$ cat src/rtl/id_hazard_sequencer.sv
// Decode-stage stall/flush sequencer. Detects load-use and branch-operand
// hazards against ID/EX and EX/MEM, holds PC and IF/ID while injecting
// bubbles into ID/EX, flushes IF/ID when a control transfer leaves ID, and
// keeps a saturating count of stall cycles.
//
// Ports:
//   Clk, Reset                      clock, synchronous active-high reset
//   IF_IDRs/Rt/UsesRt               source registers of the instruction in ID
//   IF_IDBranch/JR/Jump, BranchTaken control-transfer class and branch outcome
//   ID_EXDst/RegWrite/MemRead       producer in EX
//   EX_MEMDst/RegWrite/MemRead      producer in MEM
//   PCWrite, IF_IDWrite             front-end load enables (combinational)
//   Stall                           bubble into ID/EX (combinational)
//   IF_IDFlush                      nop into IF/ID next edge (combinational)
//   Busy                            sequencer is in the STALL state
//   StallCycles                     saturating count of Stall=1 cycles
module id_hazard_sequencer #(
    parameter int unsigned CNT_W = 32
) (
    input  logic             Clk,
    input  logic             Reset,
    input  logic [4:0]       IF_IDRs,
    input  logic [4:0]       IF_IDRt,
    input  logic             IF_IDUsesRt,
    input  logic             IF_IDBranch,
    input  logic             IF_IDJR,
    input  logic             IF_IDJump,
    input  logic             BranchTaken,
    input  logic [4:0]       ID_EXDst,
    input  logic             ID_EXRegWrite,
    input  logic             ID_EXMemRead,
    input  logic [4:0]       EX_MEMDst,
    input  logic             EX_MEMRegWrite,
    input  logic             EX_MEMMemRead,
    output logic             PCWrite,
    output logic             IF_IDWrite,
    output logic             Stall,
    output logic             IF_IDFlush,
    output logic             Busy,
    output logic [CNT_W-1:0] StallCycles
);

    localparam int unsigned CNT_SEQ_W = 2;

    typedef enum logic {
        RUN   = 1'b0,
        STALL = 1'b1
    } state_t;

    state_t               state, state_nxt;
    logic [CNT_SEQ_W-1:0] cnt, cnt_nxt;
    logic [CNT_SEQ_W-1:0] need;
    logic                 ctrl;
    logic                 match_ex;
    logic                 match_mem;

    // Source matches; $0 never produces a hazard, rt only counts when read.
    assign match_ex  = ID_EXRegWrite &&
                       (((ID_EXDst == IF_IDRs) && (IF_IDRs != 5'd0)) ||
                        (IF_IDUsesRt && (ID_EXDst == IF_IDRt) && (IF_IDRt != 5'd0)));
    assign match_mem = EX_MEMRegWrite &&
                       (((EX_MEMDst == IF_IDRs) && (IF_IDRs != 5'd0)) ||
                        (IF_IDUsesRt && (EX_MEMDst == IF_IDRt) && (IF_IDRt != 5'd0)));
    assign ctrl      = IF_IDBranch || IF_IDJR;

    // Required stall length; the first matching rule gives the longest stall.
    always_comb begin
        need = 2'd0;
        if (ctrl && ID_EXMemRead && match_ex) begin
            need = 2'd2;
        end else if (ctrl && match_ex) begin
            need = 2'd1;
        end else if (ctrl && EX_MEMMemRead && match_mem) begin
            need = 2'd1;
        end else if (!ctrl && ID_EXMemRead && match_ex) begin
            need = 2'd1;
        end
    end

    // Next state and combinational pipeline controls.
    always_comb begin
        state_nxt  = state;
        cnt_nxt    = cnt;
        PCWrite    = 1'b1;
        IF_IDWrite = 1'b1;
        Stall      = 1'b0;
        IF_IDFlush = 1'b0;
        Busy       = 1'b0;
        if (Reset) begin
            state_nxt = RUN;
            cnt_nxt   = 2'd0;
        end else begin
            case (state)
                RUN: begin
                    if (need != 2'd0) begin
                        PCWrite    = 1'b0;
                        IF_IDWrite = 1'b0;
                        Stall      = 1'b1;
                        if (need == 2'd2) begin
                            state_nxt = STALL;
                            cnt_nxt   = 2'd1;
                        end
                    end else begin
                        IF_IDFlush = IF_IDJump || IF_IDJR || (IF_IDBranch && BranchTaken);
                    end
                end
                STALL: begin
                    PCWrite    = 1'b0;
                    IF_IDWrite = 1'b0;
                    Stall      = 1'b1;
                    Busy       = 1'b1;
                    cnt_nxt    = cnt - 2'd1;
                    // cnt<=1 also recovers from an unreachable cnt==0.
                    if (cnt <= 2'd1) begin
                        state_nxt = RUN;
                    end
                end
                default: begin
                    state_nxt = RUN;
                    cnt_nxt   = 2'd0;
                end
            endcase
        end
    end

    // State, down-counter and saturating performance counter.
    always_ff @(posedge Clk) begin
        if (Reset) begin
            state       <= RUN;
            cnt         <= 2'd0;
            StallCycles <= '0;
        end else begin
            state <= state_nxt;
            cnt   <= cnt_nxt;
            if (Stall && (StallCycles != {CNT_W{1'b1}})) begin
                StallCycles <= StallCycles + CNT_W'(1);
            end
        end
    end

endmodule
$ cat config.mk
export PLATFORM = sky130hd
export DESIGN_NAME = id_hazard_sequencer
export DESIGN_NICKNAME = d
export VERILOG_FILES = /design/src/rtl/id_hazard_sequencer.sv
export SDC_FILE = /design/constraint.sdc
export NUM_CORES = 1
export LEC_CHECK = 0
export ABC_CLOCK_PERIOD_IN_PS = 3200
export CAP_MARGIN = 20
export CELL_PAD_IN_SITES_DETAIL_PLACEMENT = 2
export CELL_PAD_IN_SITES_GLOBAL_PLACEMENT = 2
export CORE_MARGIN = 4
export CORE_UTILIZATION = 26
export CTS_CLUSTER_DIAMETER = 120
export CTS_CLUSTER_SIZE = 14
export DETAILED_ROUTE_END_ITERATION = 12
export MAX_ROUTING_LAYER = met4
export PLACE_DENSITY = 0.88
export SYNTH_ARGS = -nofsm -noshare
export SYNTH_HDL_FRONTEND = slang
export SYNTH_SLANG_ARGS = --single-unit
$ cat constraint.sdc
create_clock -name Clk -period 3.2 [get_ports Clk]
set_input_delay 0.64 -clock Clk [delete_from_list [all_inputs] [get_ports Clk]]
set_output_delay 0.64 -clock Clk [all_outputs]
set_load 0.005 [all_outputs]
== Yosys cells after proc, flatten, opt, wreduce, memory -nomap -nowiden ==
Cells that the tools add are included.
Storage, ports and cells
  bits in registers: 35
  bits of input ports: 31
  output and inout bits: 37
  logic and storage cells: 64
Cells by class
  add/subtract/negate cells: 2
  order comparisons: 1
  equality and inequality tests: 8
  muxes and demuxes: 22
  bitwise gates (word level): 1
  reductions and logical operators: 27
Operators with widths (number)
  32-bit by 1-bit adder with 32-bit output, second input constant: 1
  32-bit inequality test, second input constant: 1
  5-bit == test: 4
  1-bit logical AND: 17
  1-bit two-way mux: 15
  5-bit nonzero test: 2
  2-bit two-way mux: 3
  1-bit one-hot mux with 2 select lines: 3
  1-bit logical OR: 5
  2-bit inequality test, second input constant: 2
  2-bit one-hot mux with 2 select lines: 1
  2-bit == test, second input constant: 1
  2-bit by 1-bit <= comparator with 1-bit output, second input constant: 1
  2-bit AND reduction: 1
  2-bit nonzero test: 1
  2-bit by 1-bit subtractor with 2-bit output, second input constant: 1
  1-bit logical NOT: 1
  1-bit inverter: 1

== Depth between registers and ports, before layout ==
Gate-level depths: netlist (run 1).
  word-level depth: 15
  depth in mapped cells: 9
  mapped depth without buffers: 8

== Worst setup path before layout (run 1) ==
OpenSTA, ideal clock, no wires.
  path type: input port to output port
  from: input IF_IDRt[0]
  to: output PCWrite
  arrival time: 2.222 ns
  data required time: 2.560 ns
  path slack: 0.338 ns
  stages on the path: 8
  path buffers: 3
  cell sequence: or4_1 o21ai_2 nor4_1 a211o_1 o21ai_4 buf_6 buf_6 buf_4
Between the ends
  word-level cells in the longest chain between the ends: 14
  elaborated cells between the ends (all ways): 23
  those cells by class: eq/ne: 2; mux: 7; reduce/logical: 14
Ends and longest elaborated chain
  start, declared: RTL line 23  | input logic [4:0] IF_IDRt,
  5-bit == test: RTL line 60  | (IF_IDUsesRt && (ID_EXDst == IF_IDRt) && (IF_IDRt != 5'd0)));
  1-bit logical AND (2 in series): RTL line 60
  1-bit logical OR: RTL line 59  | (((ID_EXDst == IF_IDRs) && (IF_IDRs != 5'd0)) ||
  1-bit logical AND: RTL line 58  | assign match_ex = ID_EXRegWrite &&
  1-bit logical AND: RTL line 75  | end else if (!ctrl && ID_EXMemRead && match_ex) begin
  1-bit two-way mux: RTL line 75
  1-bit two-way mux: RTL line 73  | end else if (ctrl && EX_MEMMemRead && match_mem) begin
  1-bit two-way mux: RTL line 71  | end else if (ctrl && match_ex) begin
  2-bit two-way mux *: RTL line 69  | if (ctrl && ID_EXMemRead && match_ex) begin
  2-bit nonzero test *: RTL line 95  | if (need != 2'd0) begin
  1-bit two-way mux *
  1-bit one-hot mux with 2 select lines *
  1-bit two-way mux *
  end, declared: RTL line 35  | output logic PCWrite,
Every way passes the cells marked *; elsewhere a longest branch is shown, timed or not.

== Worst setup path in the final report (run 1) ==
  from: input ID_EXDst[2]
  to: output Stall
Between the ends
  word-level cells in the longest chain between the ends: 14
  elaborated cells between the ends (all ways): 18
  those cells by class: eq/ne: 2; mux: 7; reduce/logical: 9
Ends and longest elaborated chain
  start, declared: RTL line 29  | input logic [4:0] ID_EXDst,
  5-bit == test: RTL line 60
  1-bit logical AND (2 in series): RTL line 60
  1-bit logical OR *: RTL line 59
  1-bit logical AND *: RTL line 58
  1-bit logical AND: RTL line 75
  1-bit two-way mux: RTL line 75
  1-bit two-way mux: RTL line 73
  1-bit two-way mux: RTL line 71
  2-bit two-way mux *: RTL line 69
  2-bit nonzero test *: RTL line 95
  1-bit two-way mux *: RTL line 95
  1-bit one-hot mux with 2 select lines *: RTL line 93  | case (state)
  1-bit two-way mux *: RTL line 89  | if (Reset) begin
  end, declared: RTL line 37  | output logic Stall,
Marked as above.

==> results.toml, run 1 <==
[run_status]
outcome = "complete, no violations"

[timing]
clock_skew_ns = 0.00943
finalCriticalPeriod_ns = 3.13
hold_viol_final = 0
hold_slack_ns = 0.491
rsz0062_at_grt = "false"
min_period_over_period_pct = 97.9
setup_viol = 0
maxSlewHeadroom_pct = 53.9
tns_ns = 0
max_clock_freq_mhz = 319
final_max_slew_viol_count = 0
worst_pin_slew_ns = 0.687

[flow_run]
maxCapViolCount = 0

[detailed_routing]
vias = 2529
firstDrtPassIters = 4
drt-total-wl_um = 9770
post-route-drc-count = 0
vias_per_cell = 5.45
first_iter_violations = 90
avgRoutedWirePerCell_um = 21.0
final_antenna_net_count = 0

[cts]
cts_num_sinks = 35
numCtsBuffers = 5
tritoncts = "yes"
clockBufferDepth = 2
htreeDepth = 2
clockRootBuffer = "clkbuf_8"
clk_pin_slew_worst_paths_ns = 0.08
ctsHoldBuffers = 0
clk_latency_ns = 0.30

[worst_setup_path]
start_kind = "input pin"
end_kind = "primary output"
worst-endpoint-required_ns = 2.56
worstSetupPathType = "in -> out"
reg2regPathDepth = 7
startpoint = "ID_EXDst[2]"
reg2reg_from = "StallCycles[1]"
arrival_ns = 2.49
crit_fanout = 3

[grt]
antenna_found_initial = 0
gr-total-overflow = 0
grt.busiest_layer = "met2"
grt_util_met3_pct = 4.14
grtUsageTotal_pct = 20.9
grt_pass1_wl_um = 15900
grt_max_degree = 27
use_met1_pct = 24.3
grt_pass1_vias = 2864
use_met2_pct = 36.4

[finish]
syn2layout_area_growth_pct = 51.8
layout_commonest_cell = "clkdlybuf4s50_1"
fillerInstances = 916
diodes = 0
final_area_sq_mm = 0.00330
nNetsFinal = 391
drive_gt1_share_pct = 18.4
final_cell_mix = "clkdlybuf4s50_1 (50), dfxtp_1 (35), buf_4 (33)"

[yosys]
ys_ff_latch = 35
yosys_most_used_dff = "dfxtp_1"
synth.avg_cell_area_sq_um = 8.37
synthesis.nets = 293
syn_inst = 260
async_flop_share_pct = 0
yosys_warnings = 0
seq_area_frac_synth_pct = 32.2
syn_area_sq_mm = 0.00218
synth_edf_count = 0
yosysUniqueCellTypes = 54

[floorplan]
start_util_pct = 26.6
fp.coreArea_sq_mm = 0.00818
die_h_um = 99.5
die_area_sq_mm = 0.00990
ios = 68
rows = 33
die_w_um = 99.5

[min_path]
hold_path_depth = 1
min_from = "cnt[0]"
hp-class = "reg -> reg"

[pwr]
powerDensity_mw_per_mm2 = 273
ir_worst_vdd_v = 0.000179
p_leak_nw = 1.14

[placed_design]
hpwlAfterDp_um = 6750
portBuffers = 67
placed_cell_area_sq_mm = 0.00310
place.gp.congestion = 0.825
[registers in the layout, indices dropped and copies added (netlist names)]
name         count
state            1
cnt              2
StallCycles     32
[per-stage QoR]
step | power [mW] | utilization [%] | cells | setup slack [ns]
floorplan | 0.496 | - | 260 | 0.338
global placement | 0.573 | 37.9 | 447 | -0.400
detailed placement | 0.580 | 37.9 | 447 | -0.563
CTS | 0.902 | 39.8 | 462 | 0.00219
global route | 0.943 | 40.4 | 464 | 0.0232
finish | 0.902 | 40.4 | 464 | 0.0676
[synthesized netlist by cell type, types with 3 or more instances]
master    count  area share, %
a21oi_1      25            5.7
a211oi_1      5            1.7
clkbuf_1      5           0.86
buf_6         4            2.1
nor2_1       13            2.2
nand2_1      14            2.4
or4_1         7            2.4
xnor2_1      13            5.2
and3_1        3           0.86
o31ai_1       7            2.4
nor3_1        6            1.4
xor2_1        9            3.6
o41ai_1       4            1.6
nand3_1      14            3.2
or3_1        14            4.0
inv_1         4           0.69
dfxtp_1      35             32
o21ai_1       8            1.8
o21ai_0       9            2.1
nand4_1      15            4.3
nor2b_1       4            1.1
[layout make-up]
| type | count | area, sq um | area share [%] |
|---|---|---|---|
| Clock inverter | 1 | 5.00 | 0.151 |
| Sequential cell | 35 | 701 | 21.2 |
| Tap cell | 105 | 131 | 3.98 |
| Inverter | 5 | 18.8 | 0.568 |
| Timing Repair Buffer | 103 | 950 | 28.7 |
| Multi-Input combinational cell | 208 | 1420 | 43.1 |
| Clock buffer | 7 | 76.3 | 2.31 |
[path summary, 6_finish.rpt]
kind                                       end  slack [ns]
worst min register to register          cnt[0]        0.49
worst min-delay path                    cnt[0]        0.49
worst max-delay path                     Stall        0.07
worst max register to register  StallCycles[1]        0.47
[layer usage]
layer | share of wire [%] | vias up
li1 | - | 1198
met1 | 44 | 1253
met2 | 51 | 58
met3 | 2.7 | 20
met4 | 2.6 | 0
met5 | 0 | -
[critical path: stages]
cell and delay (ns):
clkdlybuf4s50_1 0.46, xor2_1 0.20, or4_4 0.56, a21oi_4 0.20, o21ai_4 0.12, inv_2 0.10, clkdlybuf4s15_1 0.20
[report_power, final]
group | internal, mW | total [mW] | switching [mW]
Sequential | 0.436 | 0.437 | 0.00126
Combinational | 0.0744 | 0.142 | 0.0678
Clock | 0.153 | 0.322 | 0.169
[cells by family (layout without fill, tap and decap cells)]
| kind of cell | count (synthesis) | count (layout) | share of synthesized area, % |
|---|---|---|---|
| compound gates | 72 | 72 | 21.7 |
| xor+xnor | 22 | 22 | 8.85 |
| fa+ha+maj | 2 | 2 | 1.15 |
| buf+inv | 17 | 116 | 4.71 |
| flops | 35 | 35 | 32.2 |
| mux | 2 | 2 | 0.977 |
| simple gates | 110 | 110 | 30.4 |
[timing repair]
action,in CTS,in global routing
setup endpoints to repair,4,11
setup buffers,7,2
resized for setup,30,11
pin swaps,8,9
No activity file was read; power rests on OpenSTA's default activity.
==> inputs of run 2 (changes only) <==
CAP_MARGIN = not set   (was 20)
==> results of run 2 <==
Final layout, timing and power as in run 1 (identical DEF).
==> inputs of run 3 (changes only) <==
PLACE_DENSITY = not set   (was 0.88)
PLACE_DENSITY_LB_ADDON = 0.2   (was not set)
==> results.toml, run 3 (same netlist as run 1, synthesis figures left out) <==
[run_status]
outcome = "complete, no violations"

[cts]
clockRootBuffer = "clkbuf_8"
tritoncts = "yes"
clk_pin_slew_worst_paths_ns = 0.08
htreeDepth = 2
numCtsBuffers = 5
clockBufferDepth = 2
cts_num_sinks = 35
ctsHoldBuffers = 0
clk_latency_ns = 0.29

[detailed_routing]
first_iter_violations = 70
firstDrtPassIters = 4
vias = 2488
vias_per_cell = 5.36
drt-total-wl_um = 8390
final_antenna_net_count = 0
avgRoutedWirePerCell_um = 18.1
post-route-drc-count = 0

[floorplan]
fp.coreArea_sq_mm = 0.00818
start_util_pct = 26.6
die_h_um = 99.5
ios = 68
rows = 33
die_w_um = 99.5
die_area_sq_mm = 0.00990

[timing]
tns_ns = 0
hold_viol_final = 0
final_max_slew_viol_count = 0
setup_ws_ns = 0.0407
setup_viol = 0
min_period_over_period_pct = 98.7
finalCriticalPeriod_ns = 3.16
maxSlewHeadroom_pct = 55.1
worst_pin_slew_ns = 0.669
max_clock_freq_mhz = 317
clock_skew_ns = 0.0128

[pwr]
p_int_mw = 0.741
p_leak_nw = 1.17
ir_worst_vdd_v = 0.000162
clkPwrFrac_pct = 40.5
p_seq_share_pct = 45.1
p_comb_share_pct = 14.4
p_total_mw = 0.970
powerDensity_mw_per_mm2 = 290
power.switching_mw = 0.229
swShare_pct = 23.6

[worst_setup_path]
end_kind = "primary output"
reg2regPathDepth = 8
worst-endpoint-required_ns = 2.56
arrival_ns = 2.52
start_kind = "input pin"
crit_fanout = 5
r2r_slack_ns = 0.62
worstSetupPathType = "in -> out"

[placed_design]
portBuffers = 67
dp_slack_ns = -0.428
place.gp.congestion = 0.726
dp_cells = 451
hpwlAfterDp_um = 6210

[finish]
layout_commonest_cell = "clkdlybuf4s50_1"
multi_input_area_sq_mm = 0.00143
nNetsFinal = 392
diodes = 0
fin_cells = 464
register_area_sq_um = 701
final_cell_mix = "clkdlybuf4s50_1 (53), dfxtp_1 (35), buf_4 (32)"
drive_gt1_share_pct = 18.7
top_register = "StallCycles"
fin_util_pct = 40.9
fillerInstances = 929
reg_top3 = "StallCycles x32, cnt x2, state x1"
syn2layout_area_growth_pct = 53.7
largest_reg_flops = 32

[flow_run]
maxCapViolCount = 0

[grt]
grt_max_degree = 25
gr-total-overflow = 0
grtUsageTotal_pct = 17.8
grt_pass1_vias = 2741
grt_pass1_wl_um = 14000
antenna_found_initial = 0

[min_path]
hold_path_depth = 1
hp-class = "reg -> reg"
## run 3: cell count changes in the layout (fill, tap and decap cells not counted), sizes merged
cell and change:
buf +2, bufinv +1, clkbuf -1, clkdlybuf4s15 -4
clkdlybuf4s50 +3, clkinv -1
## run 3: worst paths after layout
path	to	start
max	PCWrite	IF_IDRt[0]
min	cnt[0]	cnt[0]
max reg2reg	StallCycles[21]	StallCycles[0]
min reg2reg	cnt[0]	cnt[0]
## run 3: final cells by class
cell class / count / share of cell area (%)
multi-input combinational: 208 / 42.6
clock buffer: 6 / 2.17
inverter: 5 / 0.561
clock inverter: 1 / 0.898
tap: 105 / 3.93
sequential: 35 / 20.9
timing repair buffer: 104 / 28.9
## run 3: per-stage QoR
| step | cell area, sq um | hold slack (ns) |
|---|---|---|
| 2_1_floorplan | 2180 | 0.443 |
| 3_3_place_gp | 3140 | 0.470 |
| 3_5_place_dp | 3140 | 0.475 |
| 4_1_cts | 3300 | 0.491 |
| 5_1_grt | 3350 | 0.515 |
| 6_report | 3350 | 0.491 |
## run 3: power groups by stage
stage	clock network, mW	logic (mW)	registers, mW
2_1_floorplan	0	0.0488	0.447
3_3_place_gp	0	0.130	0.448
3_5_place_dp	0	0.133	0.448
4_1_cts	0.404	0.136	0.437
5_1_grt	0.430	0.152	0.438
6_report	0.393	0.140	0.438
## run 3: metal layers
| layer | up-vias | share of wire, % | GRT usage (%) | routed length (um) |
|---|---|---|---|---|
| met5 | - | 0 | - | 0 |
| met4 | 0 | 0.54 | 2.84 | 45 |
| met3 | 8 | 3.2 | 2.66 | 269 |
| met2 | 45 | 51 | 30.8 | 4260 |
| met1 | 1249 | 45 | 22.2 | 3810 |
| li1 | 1186 | - | - | - |
## run 3: worst max-delay path, stage by stage
cell and delay [ns]:
dlygate4sd2_1 0.26, buf_6 0.13, xnor2_2 0.14, nand3_1 0.10
or4_4 0.57, a21oi_4 0.22, o21ai_4 0.10, buf_12 0.13
buf_6 0.11, buf_2 0.12
## run 3: timing repair
action,in CTS,in global routing
pin swaps,7,11
gates resized for setup,25,12
setup endpoints to repair,4,4
buffers inserted,5,1
